### src/rtl/alu_pkg.sv
// Shared definitions for the sequential 6502-style ALU.
// Op codes, FSM state encoding and a width helper.
package alu_pkg;

    localparam logic [2:0] OP_SUM = 3'd0;
    localparam logic [2:0] OP_AND = 3'd1;
    localparam logic [2:0] OP_OR  = 3'd2;
    localparam logic [2:0] OP_EOR = 3'd3;
    localparam logic [2:0] OP_SR  = 3'd4;

    typedef enum logic [1:0] {
        ST_IDLE = 2'd0,
        ST_BCD  = 2'd1,
        ST_DONE = 2'd2
    } state_t;

    function automatic int clog2(input int n);
        int r;
        r = 1;
        while ((1 << r) < n) r++;
        return r;
    endfunction

endpackage

### src/rtl/bcd_digit_add.sv
// One 4-bit digit adder with optional decimal adjust.
// raw3 is bit 3 of the sum before adjustment.
module bcd_digit_add (
    input  logic [3:0] a,
    input  logic [3:0] b,
    input  logic       c,
    input  logic       dec,
    output logic [3:0] sum,
    output logic       carry,
    output logic       raw3
);

    logic [4:0] s;
    logic       adj;

    always_comb begin
        s     = {1'b0, a} + {1'b0, b} + {4'b0, c};
        adj   = dec & (s > 5'd9);
        raw3  = s[3];
        sum   = adj ? s[3:0] + 4'd6 : s[3:0];
        carry = adj | s[4];
    end

endmodule

### src/rtl/alu_seq.sv
// Handshaked ALU: single-cycle binary ops, nibble-serial BCD add.
// Digit 0 is added on the accept edge, so BCD latency equals NDIG.
module alu_seq
    import alu_pkg::*;
#(
    parameter int WIDTH = 8
) (
    input  logic             CLK,
    input  logic             RST,
    input  logic             IN_VALID,
    output logic             IN_READY,
    input  logic [2:0]       OP,
    input  logic             BCDS,
    input  logic [WIDTH-1:0] A,
    input  logic [WIDTH-1:0] B,
    input  logic             Cin,
    output logic             OUT_VALID,
    input  logic             OUT_READY,
    output logic [WIDTH-1:0] RESULT,
    output logic             OF,
    output logic             Cout,
    output logic             HCout,
    output logic             ZF,
    output logic             NF
);

    localparam int NDIG = WIDTH / 4;
    localparam int CW   = clog2(NDIG);

    if (WIDTH < 4 || (WIDTH % 4) != 0) begin : g_bad_width
        $error("alu_seq: WIDTH must be a multiple of 4 and >= 4");
    end

    state_t           state, nxt;
    logic             accept, start_bcd, in_bcd, last, commit_bcd;
    logic [WIDTH-1:0] a_sh, b_sh, acc, acc_nxt;
    logic             c_q, hc_q, a_msb, b_msb;
    logic [CW-1:0]    cnt;
    logic [3:0]       da, db, dsum;
    logic             dc, ddec, dcarry, draw3;
    logic             am, bm, dec_of;
    logic [WIDTH:0]   full;
    logic [WIDTH-1:0] bres;
    logic             bcout, bof, bhc;

    assign IN_READY  = !RST & ((state == ST_IDLE)
                     | ((state == ST_DONE) & OUT_READY));
    assign OUT_VALID = (state == ST_DONE);
    assign accept    = IN_VALID & IN_READY;
    assign start_bcd = BCDS & (OP == OP_SUM);
    assign in_bcd    = (state == ST_BCD);
    assign last      = in_bcd & (cnt == CW'(NDIG - 2));
    assign commit_bcd = last | (accept & start_bcd & (NDIG == 1));

    // Outside the digit loop the adder sees the live operands,
    // which also yields the binary half-carry.
    assign da   = in_bcd ? a_sh[3:0] : A[3:0];
    assign db   = in_bcd ? b_sh[3:0] : B[3:0];
    assign dc   = in_bcd ? c_q : Cin;
    assign ddec = in_bcd | start_bcd;

    bcd_digit_add u_dig (
        .a     (da),
        .b     (db),
        .c     (dc),
        .dec   (ddec),
        .sum   (dsum),
        .carry (dcarry),
        .raw3  (draw3)
    );

    assign acc_nxt = ((in_bcd ? acc : '0) >> 4)
                   | (WIDTH'(dsum) << (WIDTH - 4));
    assign am      = in_bcd ? a_msb : A[WIDTH-1];
    assign bm      = in_bcd ? b_msb : B[WIDTH-1];
    assign dec_of  = (am == bm) & (draw3 != am);

    assign full = {1'b0, A} + {1'b0, B} + {{WIDTH{1'b0}}, Cin};

    always_comb begin
        bres  = A;
        bcout = Cin;
        bof   = 1'b0;
        bhc   = 1'b0;
        unique case (1'b1)
            (OP == OP_SUM): begin
                bres  = full[WIDTH-1:0];
                bcout = full[WIDTH];
                bhc   = dcarry;
                bof   = (A[WIDTH-1] == B[WIDTH-1])
                      & (full[WIDTH-1] != A[WIDTH-1]);
            end
            (OP == OP_AND): bres = A & B;
            (OP == OP_OR):  bres = A | B;
            (OP == OP_EOR): bres = A ^ B;
            (OP == OP_SR): begin
                bres  = {Cin, A[WIDTH-1:1]};
                bcout = A[0];
            end
            default: ;
        endcase
    end

    always_comb begin
        nxt = state;
        unique case (state)
            ST_IDLE, ST_DONE: begin
                if (accept)
                    nxt = (start_bcd && NDIG > 1) ? ST_BCD : ST_DONE;
                else if (state == ST_DONE && OUT_READY)
                    nxt = ST_IDLE;
            end
            ST_BCD:  if (last) nxt = ST_DONE;
            default: nxt = ST_IDLE;
        endcase
    end

    always_ff @(posedge CLK) begin
        if (RST) state <= ST_IDLE;
        else     state <= nxt;
    end

    always_ff @(posedge CLK) begin
        if (RST) begin
            RESULT <= '0;
            OF     <= 1'b0;
            Cout   <= 1'b0;
            HCout  <= 1'b0;
            ZF     <= 1'b0;
            NF     <= 1'b0;
            cnt    <= '0;
            acc    <= '0;
            a_sh   <= '0;
            b_sh   <= '0;
            c_q    <= 1'b0;
            hc_q   <= 1'b0;
            a_msb  <= 1'b0;
            b_msb  <= 1'b0;
        end else begin
            if (accept && start_bcd) begin
                a_sh  <= A >> 4;
                b_sh  <= B >> 4;
                a_msb <= A[WIDTH-1];
                b_msb <= B[WIDTH-1];
                c_q   <= dcarry;
                hc_q  <= dcarry;
                acc   <= acc_nxt;
                cnt   <= '0;
            end else if (accept) begin
                RESULT <= bres;
                Cout   <= bcout;
                OF     <= bof;
                HCout  <= bhc;
                ZF     <= (bres == '0);
                NF     <= bres[WIDTH-1];
            end else if (in_bcd) begin
                a_sh <= a_sh >> 4;
                b_sh <= b_sh >> 4;
                c_q  <= dcarry;
                acc  <= acc_nxt;
                cnt  <= cnt + 1'b1;
            end
            if (commit_bcd) begin
                RESULT <= acc_nxt;
                Cout   <= dcarry;
                OF     <= dec_of;
                HCout  <= in_bcd ? hc_q : dcarry;
                ZF     <= (acc_nxt == '0);
                NF     <= acc_nxt[WIDTH-1];
            end
        end
    end

endmodule

### config.mk
export PLATFORM = sky130hd
export DESIGN_NAME = alu_seq
export DESIGN_NICKNAME = d
export VERILOG_FILES = /design/src/rtl/alu_pkg.sv /design/src/rtl/bcd_digit_add.sv /design/src/rtl/alu_seq.sv
export SDC_FILE = /design/constraint.sdc
export NUM_CORES = 1
export LEC_CHECK = 0
export CAP_MARGIN = 0
export CORE_MARGIN = 3
export CORE_UTILIZATION = 40
export CTS_BUF_LIST = sky130_fd_sc_hd__clkbuf_4
export DETAILED_ROUTE_END_ITERATION = 10
export GPL_ROUTABILITY_DRIVEN = 1
export PLACE_DENSITY_LB_ADDON = 0.05
export SLEW_MARGIN = 20
export SYNTH_ARGS = -nofsm -noshare
export SYNTH_HDL_FRONTEND = slang
export SYNTH_SLANG_ARGS = --single-unit
export TNS_END_PERCENT = 20
### constraint.sdc
create_clock -name CLK -period 3.3 [get_ports CLK]
set_input_delay 0.66 -clock CLK [delete_from_list [all_inputs] [get_ports CLK]]
set_output_delay 0.66 -clock CLK [all_outputs]
set_load 0.005 [all_outputs]
==> results.txt <==
outcome -> completed
Compound-Gate Fraction of Synth Area -> 21.70%
clock slew at reported path FFs -> 0.11 ns
Clock Tree Buf Depth -> 2
Via density -> 5.545
Sink Count -> 31
crit path DAT -> 3.51 ns
HPWL Detailed -> 6446 µm
synthesized area per cell -> 7.670 µm²
initial cell density of the core -> 41.44%
Power Density -> 305.9 mW/mm²
CP max FO -> 4
Synth area leader -> dfxtp_1
Total Routing Usage GR -> 22.34%
Worst-Margin Slew -> 0.6005 ns
Iter 0 DRT Violations -> 201
Final Util -> 58.25%
core area -> 0.006386 mm²
ANT cells -> 0
Max Slew Vio Count -> 0
register area share after synthesis -> 23.45%
area of placed instances -> 0.003522 mm²
die height -> 87.34 µm
Synth Register Bits -> 31
Logic pwr share -> 39.5%
CP Data Required Time -> 3.58 ns
initial antenna violation count -> 0
drt first pass iters -> 5
crit share post-route -> 97.75%
most common cell in the synthesized netlist -> a21oi_1
Area growth syn-to-layout -> 40.57%
GRT overflow -> 0
Num CTS Buffers -> 5
Hold Slack -> 0.4639 ns
Synth Area in Simple Gates -> 24.30%
slowest CP cell -> clkdlybuf4s50_1
hold_buf cts -> 0
share of layout cells above drive strength 1 -> 22.74%
xor/xnor share of the synthesized area -> 1.986%
CTS H-tree depth -> 2
Post-synth top cells -> a21oi_1, dfxtp_1, nand2_1, inv_1, nor2_1
Final #Nets -> 480
I/O pin count -> 40
Reg power frac -> 34.6%
top_reg_cell synth -> dfxtp_1
vias in the first global route -> 2,779
row cnt -> 29
CTS root buffer -> clkbuf_4
synth warn -> 0
Async S/R FF share, synth -> 0%
syn_nets -> 395
Worst Setup Start Kind -> primary input
Crit. End Element -> register
Slowest Stage Delay on Critical Path -> 0.56 ns
fmax -> 310.0 MHz
wire per inst -> 16.35 µm
routed vias -> 2,817
WL final -> 8304 µm
post-layout min period -> 3.226 ns
relative slew slack -> 59.42%
placed cells -> 497
Die Width -> 87.34 µm
P_sw -> 364.3 µW
global-route wire length before repair -> 13,540 µm
Setup-failing EPs final -> 0
switching share of total power -> 32.01%
Worst Clk Skew -> 0.009388 ns
EDFF count, synth -> 0
Layout Cell Area excl Fill -> 0.003720 mm²
HP Class -> register to register
largest net degree at the start of global routing -> 33
PortBufs -> 39
post-synthesis cell type count -> 58
Synth area leaders -> dfxtp_1, ha_1, a21oi_1
Post-Synthesis Cell Area -> 0.002646 mm²
MaxCap Viol Count -> 0
Pleak -> 0.001571 µW
clock network power share -> 25.8%
Synth Area in Adders -> 12.96%
Fin. Hold Viols -> 0
maximum vdd drop -> 243.2 µV
mux contribution to synthesized area -> 8.463%
Post-Synthesis Cells -> 345
Placer Congestion -> 0.8573
worst skew pair latency -> 0.34 ns
# DRC -> 0
Post-Layout Cell Count -> 508
die area -> 0.007627 mm²
crit path cell chain -> clkdlybuf4s50_1, inv_1, ha_1, and2_4, a221o_1, a221o_1, buf_4, nand4_1, nand3b_1, o41ai_2, buf_4, a21o_1
largest family of logic cells by synthesized area -> simple AND/OR/NAND/NOR gates
antenna-violating nets left -> 0
top-area cell type share of the netlist area -> 23.45%
Crit Path Category -> primary input to register
Internal Power -> 773.6 µW
CTS tree -> done
## cell usage in the layout, fill, tap and decap left out, types with 7 or more instances in the layout
| cell type | netlist | final |
|---|---|---|
| buf_4 | 1 | 56 |
| a21oi_1 | 38 | 36 |
| clkdlybuf4s50_1 | 0 | 36 |
| nand2_1 | 31 | 31 |
| dfxtp_1 | 31 | 29 |
| nor2_1 | 26 | 26 |
| inv_1 | 26 | 24 |
| ha_1 | 21 | 21 |
| nand3_1 | 14 | 14 |
| nor3_1 | 11 | 11 |
| a211oi_1 | 9 | 8 |
| nand2b_1 | 8 | 7 |
| a22oi_1 | 7 | 7 |
## power groups by stage
stage	Sequential, µW	Clock [µW]	Combinational [µW]
CTS	393	303	434
detailed placement	402	0	427
floorplan	401	0	223
finish	394	294	450
global route	396	318	494
global placement	402	0	423
## worst max-delay path, delay by kind of cell
kind / cells / cell delay (ns)
adders and majority gates: 1 / 0.32
buffers and inverters: 4 / 0.96
AOI/OAI and AO/OA: 4 / 1.20
and+or+nand+nor: 3 / 0.37
## sequential cells by signal (all words and copies together), names as in the netlist
signal and flops:
hc_q 1, a_msb 1, RESULT 8, cnt 1
Cout 1, b_msb 1, HCout 1, acc 4
c_q 1, b_sh 4, state 2, OF 1
ZF 1, a_sh 4
## final cells by class
type / instances / area [µm²]
Clock inverter: 3 / 38.79
Timing Repair Buffer: 99 / 899.6
Fill cell: 602 / 2666
Tap cell: 77 / 96.34
Sequential cell: 31 / 623.1
Inverter: 27 / 101.3
Multi-Input combinational cell: 266 / 1923
Clock buffer: 5 / 37.54
## per-layer routing
layer / part of all wire [%] / vias up / GRT usage (%)
li1: - / 1409 / -
met1: 47 / 1341 / 31.69
met2: 47 / 60 / 36.44
met3: 4.6 / 7 / 3.027
met4: 0.99 / 0 / 3.766
met5: 0 / - / 0
## timing repair
item | CTS | global route
pin swaps | 2 | 5
buffers inserted | 0 | 2
setup endpoints to repair | 3 | 9
cloned | 0 | 1
resized for setup | 3 | 21
## worst paths after layout
kind                                 from   endpoint  slack [ns]  cells past startpoint
worst min register to register  RESULT[4]  RESULT[4]        0.46                      2
worst max-delay path                 A[3]         ZF        0.07                     12
worst min-delay path            RESULT[4]  RESULT[4]        0.46                      2
worst max register to register   state[1]         ZF        0.08                     15
## per-stage QoR
stage	power (µW)	setup WS [ns]	TNS [ns]
6_report	1138	0.07437	0
5_1_grt	1208	-0.008525	-0.008525
4_1_cts	1130	0.04895	0
3_5_place_dp	828.8	-0.4402	-3.121
3_3_place_gp	825.1	-0.3600	-2.406
2_1_floorplan	624.5	0.03718	0
## cell families (layout without fill, tap and decap cells)
group	Yosys count	in the layout
and+or+nand+nor	125	125
AOI/OAI and AO/OA	90	90
buffers and inverters	48	134
DFF	31	31
adders and majority gates	25	25
muxes	20	20
xor gates and xnor gates	6	6
No activity file was read; power rests on OpenSTA's default activity.
